`src/rtl/msg_sender_pkg.sv`:
```
// Shared message codes and FSM encoding for the multiplayer UART link.
package msg_sender_pkg;

  // Message bytes shared with the receive-side decoder
  localparam logic [7:0] MSG_READY = 8'h52;  // 'R'
  localparam logic [7:0] MSG_LOST  = 8'h4C;  // 'L'
  localparam logic [7:0] MSG_NONE  = 8'h00;

  localparam int unsigned REP_W = 4;
  localparam int unsigned GAP_W = 16;

  typedef enum logic [1:0] {
    ST_IDLE = 2'd0,
    ST_SEND = 2'd1,
    ST_GAP  = 2'd2
  } state_t;

endpackage

```
`src/rtl/msg_gap_timer.sv`:
```
// Loadable down-counter timing the idle interval between two writes.
module msg_gap_timer
  import msg_sender_pkg::*;
#(
  parameter int unsigned GAP_CYCLES = 16
) (
  input  logic clk,
  input  logic rst,
  input  logic load,
  output logic done_c
);

  // Loaded with GAP_CYCLES-1 so done_c rises on the last gap cycle
  localparam logic [GAP_W-1:0] LOAD_VAL = GAP_W'(GAP_CYCLES - 1);

  logic [GAP_W-1:0] count_q;

  // Count down to zero after each load, then hold
  always_ff @(posedge clk or negedge rst) begin
    if (!rst) begin
      count_q <= '0;
    end else if (load) begin
      count_q <= LOAD_VAL;
    end else if (count_q != '0) begin
      count_q <= count_q - GAP_W'(1);
    end
  end

  assign done_c = (count_q == '0);

endmodule

```
`src/rtl/msg_sender.sv`:
```
// Encodes local game events into repeated ASCII bytes for the UART TX FIFO.
module msg_sender
  import msg_sender_pkg::*;
#(
  parameter int unsigned REPEAT     = 3,
  parameter int unsigned GAP_CYCLES = 16
) (
  input  logic       clk,
  input  logic       rst,
  input  logic       multiplayer,
  input  logic       play_selected,
  input  logic       player_lost,
  input  logic       tx_full,
  output logic       wr_uart,
  output logic [7:0] w_data,
  output logic       busy
);

  localparam logic [REP_W-1:0] REP_LAST = REP_W'(REPEAT);

  state_t           state_q, state_d;
  logic             pend_r_q, pend_r_d;
  logic             pend_l_q, pend_l_d;
  logic             play_prev_q;
  logic [REP_W-1:0] rep_q, rep_d;
  logic [7:0]       data_q, data_d;
  logic             wr_d;
  logic             busy_d;
  logic             set_r, set_l, clr_r, clr_l;
  logic             gap_load, gap_done_c;

  msg_gap_timer #(
    .GAP_CYCLES(GAP_CYCLES)
  ) u_gap_timer (
    .clk    (clk),
    .rst    (rst),
    .load   (gap_load),
    .done_c (gap_done_c)
  );

  // Next-state, request bookkeeping and output decode
  always_comb begin
    state_d  = state_q;
    data_d   = data_q;
    rep_d    = rep_q;
    wr_d     = 1'b0;
    gap_load = 1'b0;
    clr_r    = 1'b0;
    clr_l    = 1'b0;

    set_r = multiplayer & play_selected & ~play_prev_q;
    set_l = multiplayer & player_lost;

    case (state_q)
      ST_IDLE: begin
        if (pend_l_q) begin
          // A lost round supersedes any ready request still waiting
          data_d  = MSG_LOST;
          rep_d   = '0;
          clr_l   = 1'b1;
          clr_r   = 1'b1;
          state_d = ST_SEND;
        end else if (pend_r_q) begin
          data_d  = MSG_READY;
          rep_d   = '0;
          clr_r   = 1'b1;
          state_d = ST_SEND;
        end
      end

      ST_SEND: begin
        if (!multiplayer) begin
          state_d = ST_IDLE;
        end else if (!tx_full) begin
          wr_d     = 1'b1;
          rep_d    = rep_q + REP_W'(1);
          gap_load = 1'b1;
          state_d  = ST_GAP;
        end
      end

      ST_GAP: begin
        if (gap_done_c) begin
          if (!multiplayer) begin
            state_d = ST_IDLE;
          end else if (pend_l_q && (data_q == MSG_READY)) begin
            // Abandon remaining ready repeats and report the loss now
            data_d  = MSG_LOST;
            rep_d   = '0;
            clr_l   = 1'b1;
            clr_r   = 1'b1;
            state_d = ST_SEND;
          end else if (rep_q == REP_LAST) begin
            state_d = ST_IDLE;
          end else begin
            state_d = ST_SEND;
          end
        end
      end

      default: begin
        state_d = ST_IDLE;
      end
    endcase

    // A new request wins over a same-cycle clear; leaving multiplayer drops all
    pend_r_d = multiplayer & (set_r | (pend_r_q & ~clr_r));
    pend_l_d = multiplayer & (set_l | (pend_l_q & ~clr_l));

    busy_d = (state_d != ST_IDLE) | pend_r_d | pend_l_d;
  end

  // State, request flags and registered outputs
  always_ff @(posedge clk or negedge rst) begin
    if (!rst) begin
      state_q     <= ST_IDLE;
      pend_r_q    <= 1'b0;
      pend_l_q    <= 1'b0;
      play_prev_q <= 1'b0;
      rep_q       <= '0;
      data_q      <= MSG_NONE;
      wr_uart     <= 1'b0;
      busy        <= 1'b0;
    end else begin
      state_q     <= state_d;
      pend_r_q    <= pend_r_d;
      pend_l_q    <= pend_l_d;
      play_prev_q <= play_selected;
      rep_q       <= rep_d;
      data_q      <= data_d;
      wr_uart     <= wr_d;
      busy        <= busy_d;
    end
  end

  assign w_data = data_q;

endmodule

```
`config.mk`:
```
export PLATFORM = sky130hd
export DESIGN_NAME = msg_sender
export DESIGN_NICKNAME = d
export VERILOG_FILES = /design/src/rtl/msg_sender_pkg.sv /design/src/rtl/msg_gap_timer.sv /design/src/rtl/msg_sender.sv
export SDC_FILE = /design/constraint.sdc
export NUM_CORES = 1
export LEC_CHECK = 0
export ABC_CLOCK_PERIOD_IN_PS = 2400
export CORE_MARGIN = 4
export CORE_UTILIZATION = 55
export CTS_CLUSTER_DIAMETER = 80
export DETAILED_ROUTE_END_ITERATION = 10
export PLACE_DENSITY = 0.76
export SYNTH_ARGS = -nofsm -noshare
export SYNTH_HDL_FRONTEND = slang
export SYNTH_SLANG_ARGS = --single-unit
export TNS_END_PERCENT = 1
```
`constraint.sdc`:
```
create_clock -name clk -period 2.4 [get_ports clk]
set_input_delay 0.48 -clock clk [delete_from_list [all_inputs] [get_ports clk]]
set_output_delay 0.48 -clock clk [all_outputs]
set_load 0.005 [all_outputs]
```
# --- After elaboration in Yosys (flattened, before gate mapping) ---
# Index checks and enable logic that the tools add are counted.
op_classes:
  bitwise_logic: 14
  div_mod_pow: 0
  mul: 0
  muxes: 36
  n_lt_le_gt_ge: 0
  add_sub_neg: 2
  eq_ne: 10
  reduce_logical: 10
  shifts: 0
ops:
  columns: ["operator", "n"]
  rows:
  - ["$mux W8", 5]
  - ["$mux W16", 2]
  - ["$mux W4", 7]
  - ["$logic_not A16 Y1", 1]
  - ["$pmux W8 S2", 1]
  - ["$reduce_bool A16 Y1", 1]
  - ["$sub A16 B1 Y16 const B", 1]
  - ["$mux W1", 12]
  - ["$pmux W4 S3", 1]
  - ["$mux W2", 5]
  - ["$ne A2 B2 Y1 const B", 5]
  - ["$eq A8 B7 Y1 const B", 1]
  - ["$and A1 B1 Y1", 7]
  - ["$reduce_and A7 Y1", 1]
  - ["$pmux W2 S3", 1]
  - ["$reduce_bool A2 Y1", 3]
  - ["$reduce_and A5 Y1", 1]
  - ["$add A4 B1 Y4 const B", 1]
  - ["$eq A4 B2 Y1 const B", 1]
  - ["$or A1 B1 Y1", 4]
  - ["$pmux W1 S2", 2]
  - ["$ne A3 B3 Y1 const B", 1]
  - ["$not A1 Y1", 3]
  - ["$reduce_bool A3 Y1", 1]
  - ["other kinds (4)", 4]
word_totals:
  inputBits: 6
  latch_bits: 0
  out_inout_bits: 10
  elab_cells: 81
  mem_count: 0
  ram_bits: 0
  mem_bits_ro: 0
  register_bits: 35

# --- Logic depth before layout (Yosys ltp) ---
# Gate-level depths: netlist (run 1).
depth:
  depth_word: 12
  depth_mapped: 7
  depth_no_buf: 6

# --- Hierarchy ---
# From an unflattened synthesis (run 1), not the netlist that was laid out.
unflattened:
  hier_cells: 160
  area_unflattened_um2: 1597.8
by_module_without_submodules:
  columns: ["mod", "cells_per_inst", "instances", "area_each_um2", "seq_area_each_um2"]
  rows:
  - ["msg_gap_timer", 93, 1, 885.8, 400.4]
  - ["msg_sender", 67, 1, 711.9, 350.3]

# --- Worst setup path before layout (run 1) ---
# OpenSTA, ideal clock, no wires.
synth_path:
  path_kind: "reg-to-reg"
  startpoint: "register u_gap_timer.count_q[8]"
  endpoint: "register busy"
  period_less_slack_ps: 2200
  required_time_ps: 2261
  stages_incl_launch_ff: 7
  slack_ps: 200
  n_path_buf: 1
  arrival_ps: 2062
  setup_time_ps: 139
  cell_sequence: "dfrtp_1 > or4_4 > and4bb_1 > buf_4 > and2_2 > o21ai_1 > or4_1"
synth_via:
  word_cells_on_any_way: 17
  classes_between: "mux (5); bitwise (10); reduce/logical (2)"
synth_lines:
  columns: ["element", "line", "rtl"]
  rows:
  - ["from (decl)", "msg_gap_timer.sv:16", "logic [GAP_W-1:0] count_q;"]
  - ["from (signal assigned)", "msg_gap_timer.sv:25", "count_q <= count_q - GAP_W'(1);"]
  - ["$logic_not A16 Y1", "msg_gap_timer.sv:29", "assign done_c = (count_q == '0);"]
  - ["$mux W2", "msg_sender.sv:83", "if (gap_done_c) begin"]
  - ["$pmux W2 S3", "msg_sender.sv:54", "case (state_q)"]
  - ["net state_d[1]", "msg_sender.sv:21", "state_t state_q, state_d;"]
  - ["$reduce_bool A2 Y1", "msg_sender.sv:110", "busy_d = (state_d != ST_IDLE) | pend_r_d | pend_l_d;"]
  - ["$or A1 B1 Y1 (2 in a row)", "msg_sender.sv:110", null]
  - ["net busy_d", "msg_sender.sv:28", "logic busy_d;"]
  - ["to (signal assigned)", "msg_sender.sv:132", "busy <= busy_d;"]
  - ["to (decl)", "msg_sender.sv:16", "output logic busy"]
# The timed path passes the listed nets, and every way through them passes these cells.
# A chain may end at the register's enable or synchronous reset.

# --- Worst setup path after layout (run 1) ---
layout_path:
  startpoint: "register u_gap_timer.count_q[8]"
  endpoint: "register busy"
layout_via:
  elab_chain_cells: 9
  word_cells_on_any_way: 17
  classes_between: "mux (5); bitwise (10); reduce/logical (2)"
layout_rtl:
  columns: ["element", "line", "rtl"]
  rows:
  - ["$logic_not A16 Y1", "msg_gap_timer.sv:29", null]
  - ["$mux W1", "msg_sender.sv:83", null]
  - ["$pmux W1 S2", "msg_sender.sv:54", null]
  - ["$not A1 Y1", "msg_sender.sv:107", "pend_r_d = multiplayer & (set_r | (pend_r_q & ~clr_r));"]
  - ["$and A1 B1 Y1", "msg_sender.sv:107", null]
  - ["$or A1 B1 Y1", "msg_sender.sv:107", null]
  - ["$and A1 B1 Y1", "msg_sender.sv:107", null]
  - ["net pend_r_d", "msg_sender.sv:22", "logic pend_r_q, pend_r_d;"]
  - ["$or A1 B1 Y1 (2 in a row)", "msg_sender.sv:110", null]
  - ["net busy_d", "msg_sender.sv:28", null]
# The timed path passes the listed nets, and every way through them passes these cells.

==> impl_metrics.tcl, run 1 <==
set metrics [dict create \
    status "finished clean" \
    die_h_um 60.90 \
    grt_usage 0.1982 \
    hp-start "play_prev_q" \
    fp-row-count 18 \
    dpl.cell_count 197 \
    antenna_found_initial 0 \
    synthCells 155 \
    cts.repair.resized 0 \
    worstSkewPairLatency_ns 0.33 \
    setup-tns-final_ns 0 \
    routed_wl_um 3043 \
    synth_ff_type "dfrtp_1" \
    hold_viol 0 \
    drt_iter0_markers 49 \
    ant_nets 0 \
    die_area_um2 3708 \
    seq_area_frac_synth 0.4878 \
    crit_start "u_gap_timer.count_q[8]" \
    cap_violations 0 \
    cts_sinks 30 \
    tightest_slew_ns 0.5393 \
    area_growth_pct 13.33 \
    cts_setup_buffers 0 \
    postCtsHoldBufs 0 \
    cts-root-buf "clkbuf_4" \
    grt_overflow_total 0 \
    post_drt_wl_per_cell_um 14.92 \
    viasPerCell 5.877 \
    cts_tree "done" \
    timing.hold.ws_ns 0.4571 \
    syn_area_um2 1539 \
    grt_pass1_vias 1177 \
    drc 0 \
    critical_path_class "reg2reg" \
    core-area_um2 2567 \
    dieWidth_um 60.90 \
    slew_viol_final 0 \
    start_util 0.5994 \
    cellPowerDensity_nw_per_um2 469.5 \
    netlist.area_leader.share 0.4878 \
    leakagePower_nw 0.6694 \
    yosysMostFrequentCell "dfrtp_1" \
    synthTopCellsByArea "dfrtp_1 (49%), xnor2_1 (5.7%), nor2_1 (4.1%)" \
    hold_path_class "reg2reg" \
    peakVddDrop_mv 0.4215 \
    drive_above_1_share 0.1092 \
    critPathLaunchType "register" \
    slew_headroom 0.6312 \
    clk_pin_slew_worst_paths_ns 0.09 \
    fin_nets 183 \
    final-setup-viol-count 0 \
    synth_common_cells "dfrtp_1 (30), nor2_1 (17), nand2_1 (13), xnor2_1 (10), a21oi_1 (8)" \
    async_reset_ff_frac 1.000 \
    synth.avg_cell_area_um2 9.929 \
    hpwl_um 2208 \
    yosys_warnings 0 \
    ys_types 45 \
    fmax_ghz 0.4382 \
    rsz0062_at_grt "false" \
    instances_no_fill 204 \
    period_share 0.9509 \
    r2r-start "u_gap_timer.count_q[8]" \
    synth_top_area_cell "dfrtp_1" \
    antenna_cells 0 \
    p_total_mw 0.8188 \
    vias 1199 \
    grt_max_degree 31 \
    endpoint_kind "register" \
    synth_edf_count 0 \
    required_ns 2.60 \
    grt_pass1_wl_um 5326 \
    firstDrtPassIters 4 \
    cts_made_buffers 5 \
    h-tree-depth 2 \
    gp_congestion 0.8031 \
    cts_max_path_buffers 2 \
    io_pins 16 \
    path_max_fanout 5 \
    synth-seq-cells 30 \
    arrival_ns 2.48 \
    min_period_ns 2.282 \
    fin_worst_skew_ns 0.006241 \
    portBuffers 12 \
]
per-stage QoR:
step	setup slack, ns	util	cell area (um^2)
3_3_place_gp	0.1479	0.6618	1699
3_5_place_dp	0.06787	0.6618	1699
2_1_floorplan	0.1999	-	1546
6_report	0.1179	0.6793	1744
4_1_cts	0.1205	0.6793	1744
5_1_grt	0.02348	0.6793	1744
power by group:
group / switching, mW / internal (mW) / leakage, nW
clock: 0.162 / 0.110 / 0.0254
sequential: 0.00350 / 0.509 / 0.321
combinational: 0.0200 / 0.0147 / 0.323
total: 0.185 / 0.633 / 0.669
layout by cell type, fill, tap and decap left out, types with 3 or more instances in the layout:
master and instances:
dfrtp_1 30, nor2_1 17, nand2_1 13, clkdlybuf4s50_1 12, xnor2_1 10, a21oi_1 8, buf_4 7, inv_1 5
o21ai_0 5, clkbuf_4 5, nand3b_1 4, nor3_1 4, nand2b_1 4, a2111oi_0 4, or3_1 3, ha_1 3
conb_1 3
worst max-delay path, stage by stage (launching register included):
cell	delay [ns]
dfrtp_1	0.42
or4_4	0.54
and4bb_1	0.35
and3_4	0.24
o32ai_1	0.11
or4_1	0.49
registers in the layout (all words and copies together), names as in the netlist:
| signal | flops |
|---|---|
| busy | 1 |
| wr_uart | 1 |
| rep_q | 4 |
| pend_r_q | 1 |
| pend_l_q | 1 |
| state_q | 2 |
| w_data | 3 |
| play_prev_q | 1 |
| u_gap_timer.count_q | 16 |
routing by layer:
layer  share of wire  track usage  wire (um)
met5               0            0          0
met4           0.022       0.1146         66
met3           0.038      0.04043        116
met2            0.49       0.3084       1503
met1            0.45       0.2561       1356
final cells by class:
cell class	instances	area, um^2
multi-input combinational	113	719.4
inverter	5	18.77
clock buffer	7	45.04
fill	212	823.3
tap	30	37.54
sequential	30	750.7
timing repair buffer	19	172.7
logic make-up (layout without fill, tap and decap cells):
family / after synthesis / count (layout) / synth area share
buffers and inverters: 14 / 31 / 0.04959
other: 1 / 3 / 0.002437
multiplexers: 2 / 2 / 0.01382
flip-flops: 30 / 30 / 0.4878
AO/OA/AOI/OAI: 30 / 30 / 0.1317
XOR/XNOR: 11 / 11 / 0.06260
adder cells (fa/ha/maj): 3 / 3 / 0.02439
AND/OR/NAND/NOR: 64 / 64 / 0.2276
final timing paths:
path	end	slack, ns	depth (start not counted)
worst max-delay path	busy	0.12	5
worst min-delay path	pend_r_q	0.46	1
worst max register to register	busy	0.12	5
worst min register to register	pend_r_q	0.46	1
max in group asynchronous	u_gap_timer.count_q[8]	1.59	2
min in group asynchronous	u_gap_timer.count_q[0]	0.54	2
Note: power is estimated with default switching activity, not from simulation.
==> run 2, diff against run 1 <==
--- a/config.mk
+++ b/config.mk
@@ -11,6 +11,7 @@
 export CTS_CLUSTER_DIAMETER = 80
 export DETAILED_ROUTE_END_ITERATION = 10
 export PLACE_DENSITY = 0.76
+export SETUP_SLACK_MARGIN = 0.4
 export SYNTH_ARGS = -nofsm -noshare
 export SYNTH_HDL_FRONTEND = slang
 export SYNTH_SLANG_ARGS = --single-unit
==> impl_metrics.tcl, run 2 (same netlist as run 1, synthesis figures left out) <==
set metrics [dict create \
    required_ns 2.60 \
    cts-root-buf "clkbuf_4" \
    area_growth_pct 19.76 \
    drc 0 \
    fillers 198 \
    antenna_cells 0 \
    postCtsHoldBufs 0 \
    fmax_ghz 0.4475 \
    crit_start "u_gap_timer.count_q[8]" \
    firstDrtPassIters 5 \
    hold_path_class "reg2reg" \
    fin_nets 194 \
    drive_above_1_share 0.1784 \
    slew_viol_final 0 \
    p_sw_frac 0.2268 \
    net-switching-power_mw 0.1865 \
    endpoint_kind "register" \
    grt_usage 0.2044 \
    min_to "w_data[6]" \
    leakagePower_nw 0.7241 \
    cap_violations 0 \
    hp-start "w_data[6]" \
    cts_max_path_buffers 2 \
    path_max_fanout 4 \
    pwr-share-seq 0.623 \
    hold_viol 0 \
    viasPerCell 5.702 \
    setup-tns-final_ns 0 \
    pwr-share-clk 0.331 \
    fin_worst_skew_ns 0.006280 \
    cts_made_buffers 5 \
    drt_iter0_markers 40 \
    grt_max_degree 31 \
    grt_pass1_vias 1213 \
    r2r_cells 6 \
    largest_reg_flops 16 \
    min_period_ns 2.234 \
    io_pins 16 \
    hpwl_um 2191 \
    comb_power_share 0.046 \
    cts_sinks 30 \
    period_share 0.9310 \
    p_int_mw 0.6358 \
    core-area_um2 2567 \
    routed_wl_um 3129 \
    min_path_cells 1 \
    worstSkewPairLatency_ns 0.33 \
    start_util 0.5994 \
    fp-row-count 18 \
    ant_nets 0 \
    rrSetupSlack_ns 0.17 \
    cts_tree "done" \
    critPathLaunchType "register" \
    slew_headroom 0.6152 \
    vias 1226 \
    tightest_slew_ns 0.5758 \
    antenna_found_initial 0 \
    portBuffers 12 \
    dieWidth_um 60.90 \
    post_drt_wl_per_cell_um 14.55 \
    clk_pin_slew_worst_paths_ns 0.09 \
    peakVddDrop_mv 0.4743 \
    top_register "u_gap_timer.count_q" \
    final_cell_mix "dfrtp_1 (30), buf_4 (18), nor2_1 (17)" \
    final-setup-viol-count 0 \
    utilization 0.7178 \
    rsz0062_at_grt "true" \
    arrival_ns 2.44 \
    cellPowerDensity_nw_per_um2 446.2 \
    gp_congestion 0.8699 \
    grt_overflow_total 0 \
    r2r_end "busy" \
    grt_pass1_wl_um 5506 \
    critical_path_class "reg2reg" \
    h-tree-depth 2 \
    status "finished clean" \
    die_area_um2 3708 \
    r2r-start "u_gap_timer.count_q[8]" \
    mostFrequentLayoutCell "dfrtp_1" \
    die_h_um 60.90 \
]
## run 2: changes by cell type in the layout (fill, tap and decap cells not counted), sizes merged
cell,delta
buf,+11
## run 2: stage by stage
stage	area (um^2)	setup WS, ns	std cells	hold WS [ns]	power [mW]
3_5_place_dp	1693	-0.05826	196	0.4378	0.5569
2_1_floorplan	1551	0.2166	157	0.1844	0.5358
5_1_grt	1843	0.1236	215	0.5550	0.8624
4_1_cts	1798	0.1845	210	0.5068	0.8327
3_3_place_gp	1693	0.1189	196	0.4343	0.5559
6_report	1843	0.1656	215	0.5047	0.8223
## run 2: cell type report
| class | instances | area, um^2 | area share |
|---|---|---|---|
| Clock buffer | 7 | 45.04 | 0.02444 |
| Multi-Input combinational cell | 113 | 735.7 | 0.3992 |
| Timing Repair Buffer | 30 | 255.2 | 0.1385 |
| Inverter | 5 | 18.77 | 0.01018 |
| Sequential cell | 30 | 750.7 | 0.4073 |
| Tap cell | 30 | 37.54 | 0.02037 |
## run 2: worst max-delay path by stage
stage	cells past startpoint	end	slack, ns
5_1_grt	6	busy	0.12
3_3_place_gp	6	rep_q[3]	0.12
3_5_place_dp	6	rep_q[3]	-0.06
2_1_floorplan	6	busy	0.22
4_1_cts	5	busy	0.18
6_report	6	busy	0.17
## run 2: per-layer routing
layer  wire length, um  vias to the layer above  global-route usage  part of all wire
li1                  -                      601                   -                 -
met5                 0                        -                   0                 0
met4                93                        0             0.09288             0.030
met3               139                       10             0.07872             0.044
met2              1494                       33              0.3328              0.48
met1              1402                      582              0.2385              0.45
## run 2: what timing repair did
item / in CTS / in global routing
pin swaps: 4 / 1
setup buffers: 7 / 5
endpoints found under the setup margin: 7 / 14
cloned: 0 / 0
resized for setup: 2 / 3
## run 2: critical path: stages, from the launching register on
cell and delay (ns):
dfrtp_1 0.38, or4_4 0.53, and4bb_2 0.35, and3_4 0.21
buf_4 0.12, o31ai_1 0.08, or4_1 0.42
## run 2: power by group through the flow
stage	clock network [mW]	registers, mW	logic [mW]
after floorplan	0	0.521	0.0145
after global placement	0	0.522	0.0339
after detailed placement	0	0.522	0.0349
after CTS	0.282	0.512	0.0382
after global routing	0.307	0.513	0.0425
final	0.272	0.512	0.0381
==> run 3, diff against run 2 <==
--- a/config.mk
+++ b/config.mk
@@ -7,10 +7,11 @@
 export LEC_CHECK = 0
 export ABC_CLOCK_PERIOD_IN_PS = 2400
 export CORE_MARGIN = 4
-export CORE_UTILIZATION = 55
+export CORE_UTILIZATION = 58
+export CTS_BUF_LIST = sky130_fd_sc_hd__clkbuf_2 sky130_fd_sc_hd__clkbuf_4 sky130_fd_sc_hd__clkbuf_8
 export CTS_CLUSTER_DIAMETER = 80
 export DETAILED_ROUTE_END_ITERATION = 10
-export PLACE_DENSITY = 0.76
+export PLACE_DENSITY = 0.79
 export SETUP_SLACK_MARGIN = 0.4
 export SYNTH_ARGS = -nofsm -noshare
 export SYNTH_HDL_FRONTEND = slang
==> impl_metrics.tcl, run 3 (same netlist as run 1, synthesis figures left out) <==
set metrics [dict create \
    status "finished clean" \
    antenna_found_initial 0 \
    cts-root-buf "clkbuf_4" \
    grt_max_degree 31 \
    ant_nets 0 \
    endpoint_kind "register" \
    period_share 0.9376 \
    cts_made_buffers 5 \
    worstSkewPairLatency_ns 0.33 \
    timing.hold.ws_ns 0.4949 \
    fin_nets 186 \
    postCtsHoldBufs 0 \
    h-tree-depth 2 \
    arrival_ns 2.46 \
    grt_overflow_total 0 \
    hold_path_class "reg2reg" \
    slew_headroom 0.5898 \
    final-setup-viol-count 0 \
    fmax_ghz 0.4444 \
    min_period_ns 2.250 \
    final_cell_mix "dfrtp_1 (30), nor2_1 (17), nand2_1 (13)" \
    antenna_cells 0 \
    area_growth_pct 19.51 \
    peakVddDrop_mv 0.8916 \
    cap_violations 0 \
    cts_sinks 30 \
    clk_pin_slew_worst_paths_ns 0.10 \
    fp-row-count 18 \
    tightest_slew_ns 0.6137 \
    drive_above_1_share 0.1517 \
    hold_viol 0 \
    fin_worst_skew_ns 0.01450 \
    drc 0 \
    path_max_fanout 4 \
    firstDrtPassIters 4 \
    vias 1220 \
    largest_reg_flops 16 \
    slew_viol_final 0 \
    die_h_um 59.51 \
    crit_chain "or4_4, and4bb_2, and3_4, o32ai_1, or4_1" \
    cts_max_path_buffers 2 \
    mostFrequentLayoutCell "dfrtp_1" \
    grt_usage 0.2085 \
    routed_wl_um 3153 \
    critPathMaxStageDelay_ns 0.54 \
    hpwl_um 2283 \
    grt_pass1_vias 1175 \
    core-area_um2 2500 \
    cpLargestDelayFamily "simple AND/OR/NAND/NOR gates" \
    viasPerCell 5.865 \
    critical_path_class "reg2reg" \
    critPathLaunchType "register" \
    rsz0062_at_grt "true" \
    start_util 0.6156 \
    die_area_um2 3541 \
    crit_buf_inv 0 \
    dieWidth_um 59.51 \
    leakagePower_nw 0.7137 \
    io_pins 16 \
    cts_tree "done" \
    cellPowerDensity_nw_per_um2 585.7 \
    post_drt_wl_per_cell_um 15.16 \
    drt_iter0_markers 68 \
    gp_congestion 0.8181 \
    top_register "u_gap_timer.count_q" \
    required_ns 2.61 \
    slowest_stage "or4_4" \
    portBuffers 12 \
    grt_pass1_wl_um 5430 \
    setup-tns-final_ns 0 \
]
[run 3: worst register-to-register path: cells and delay by family, from the launching register on]
kind               cells  cell delay [ns]
AOI/OAI and AO/OA      1             0.12
and+or+nand+nor        4             1.63
DFF                    1             0.38
[run 3: metrics by stage]
step,util,cell area [um^2],std cells,power [mW],worst slack [ns]
5_1_grt,0.7357,1839,208,1.117,0.1066
3_5_place_dp,0.6772,1693,196,0.5574,0.07592
2_1_floorplan,-,1551,157,0.5358,0.2166
4_1_cts,0.7337,1834,208,1.089,0.1702
3_3_place_gp,0.6772,1693,196,0.5557,0.1425
6_report,0.7357,1839,208,1.077,0.1499
[run 3: timing repair]
item / in CTS / in global routing
buffers inserted: 4 / 0
pin swaps: 2 / 1
endpoints found under the setup margin: 10 / 15
cloned: 0 / 0
resized for setup: 1 / 2
[run 3: path summary, 6_finish.rpt]
check                                        startpoint                       to  slack (ns)  cells after the start
worst min-delay path                        play_prev_q                 pend_r_q        0.49                      1
worst max-delay path            u_gap_timer.count_q[10]                     busy        0.15                      5
worst min register to register              play_prev_q                 pend_r_q        0.49                      1
max in group asynchronous                           rst   u_gap_timer.count_q[5]        1.57                      2
min in group asynchronous                           rst  u_gap_timer.count_q[13]        0.54                      2
worst max register to register  u_gap_timer.count_q[10]                     busy        0.15                      5
[run 3: per-layer routing]
layer  up-vias  GRT usage  routed length [um]
met5         -          0                   0
met4         0    0.07278                  18
met3         2    0.06754                 159
met2        32     0.3432                1631
met1       597     0.2567                1343
li1        589          -                   -
[run 3: layout make-up]
cell class              instances  area [um^2]
clock buffers                   6        51.30
clock inverters                 2        60.06
fillers                       197        660.6
inverters                       5        18.77
multi-input cells             113        725.7
flip-flops and latches         30        750.7
well taps                      30        37.54
repair buffers                 22        195.2
[run 3: report_power, final]
part           internal (mW)  total [mW]  switching, mW
Clock                  0.353       0.530          0.177
Sequential             0.509       0.513        0.00396
Combinational         0.0147      0.0345         0.0198
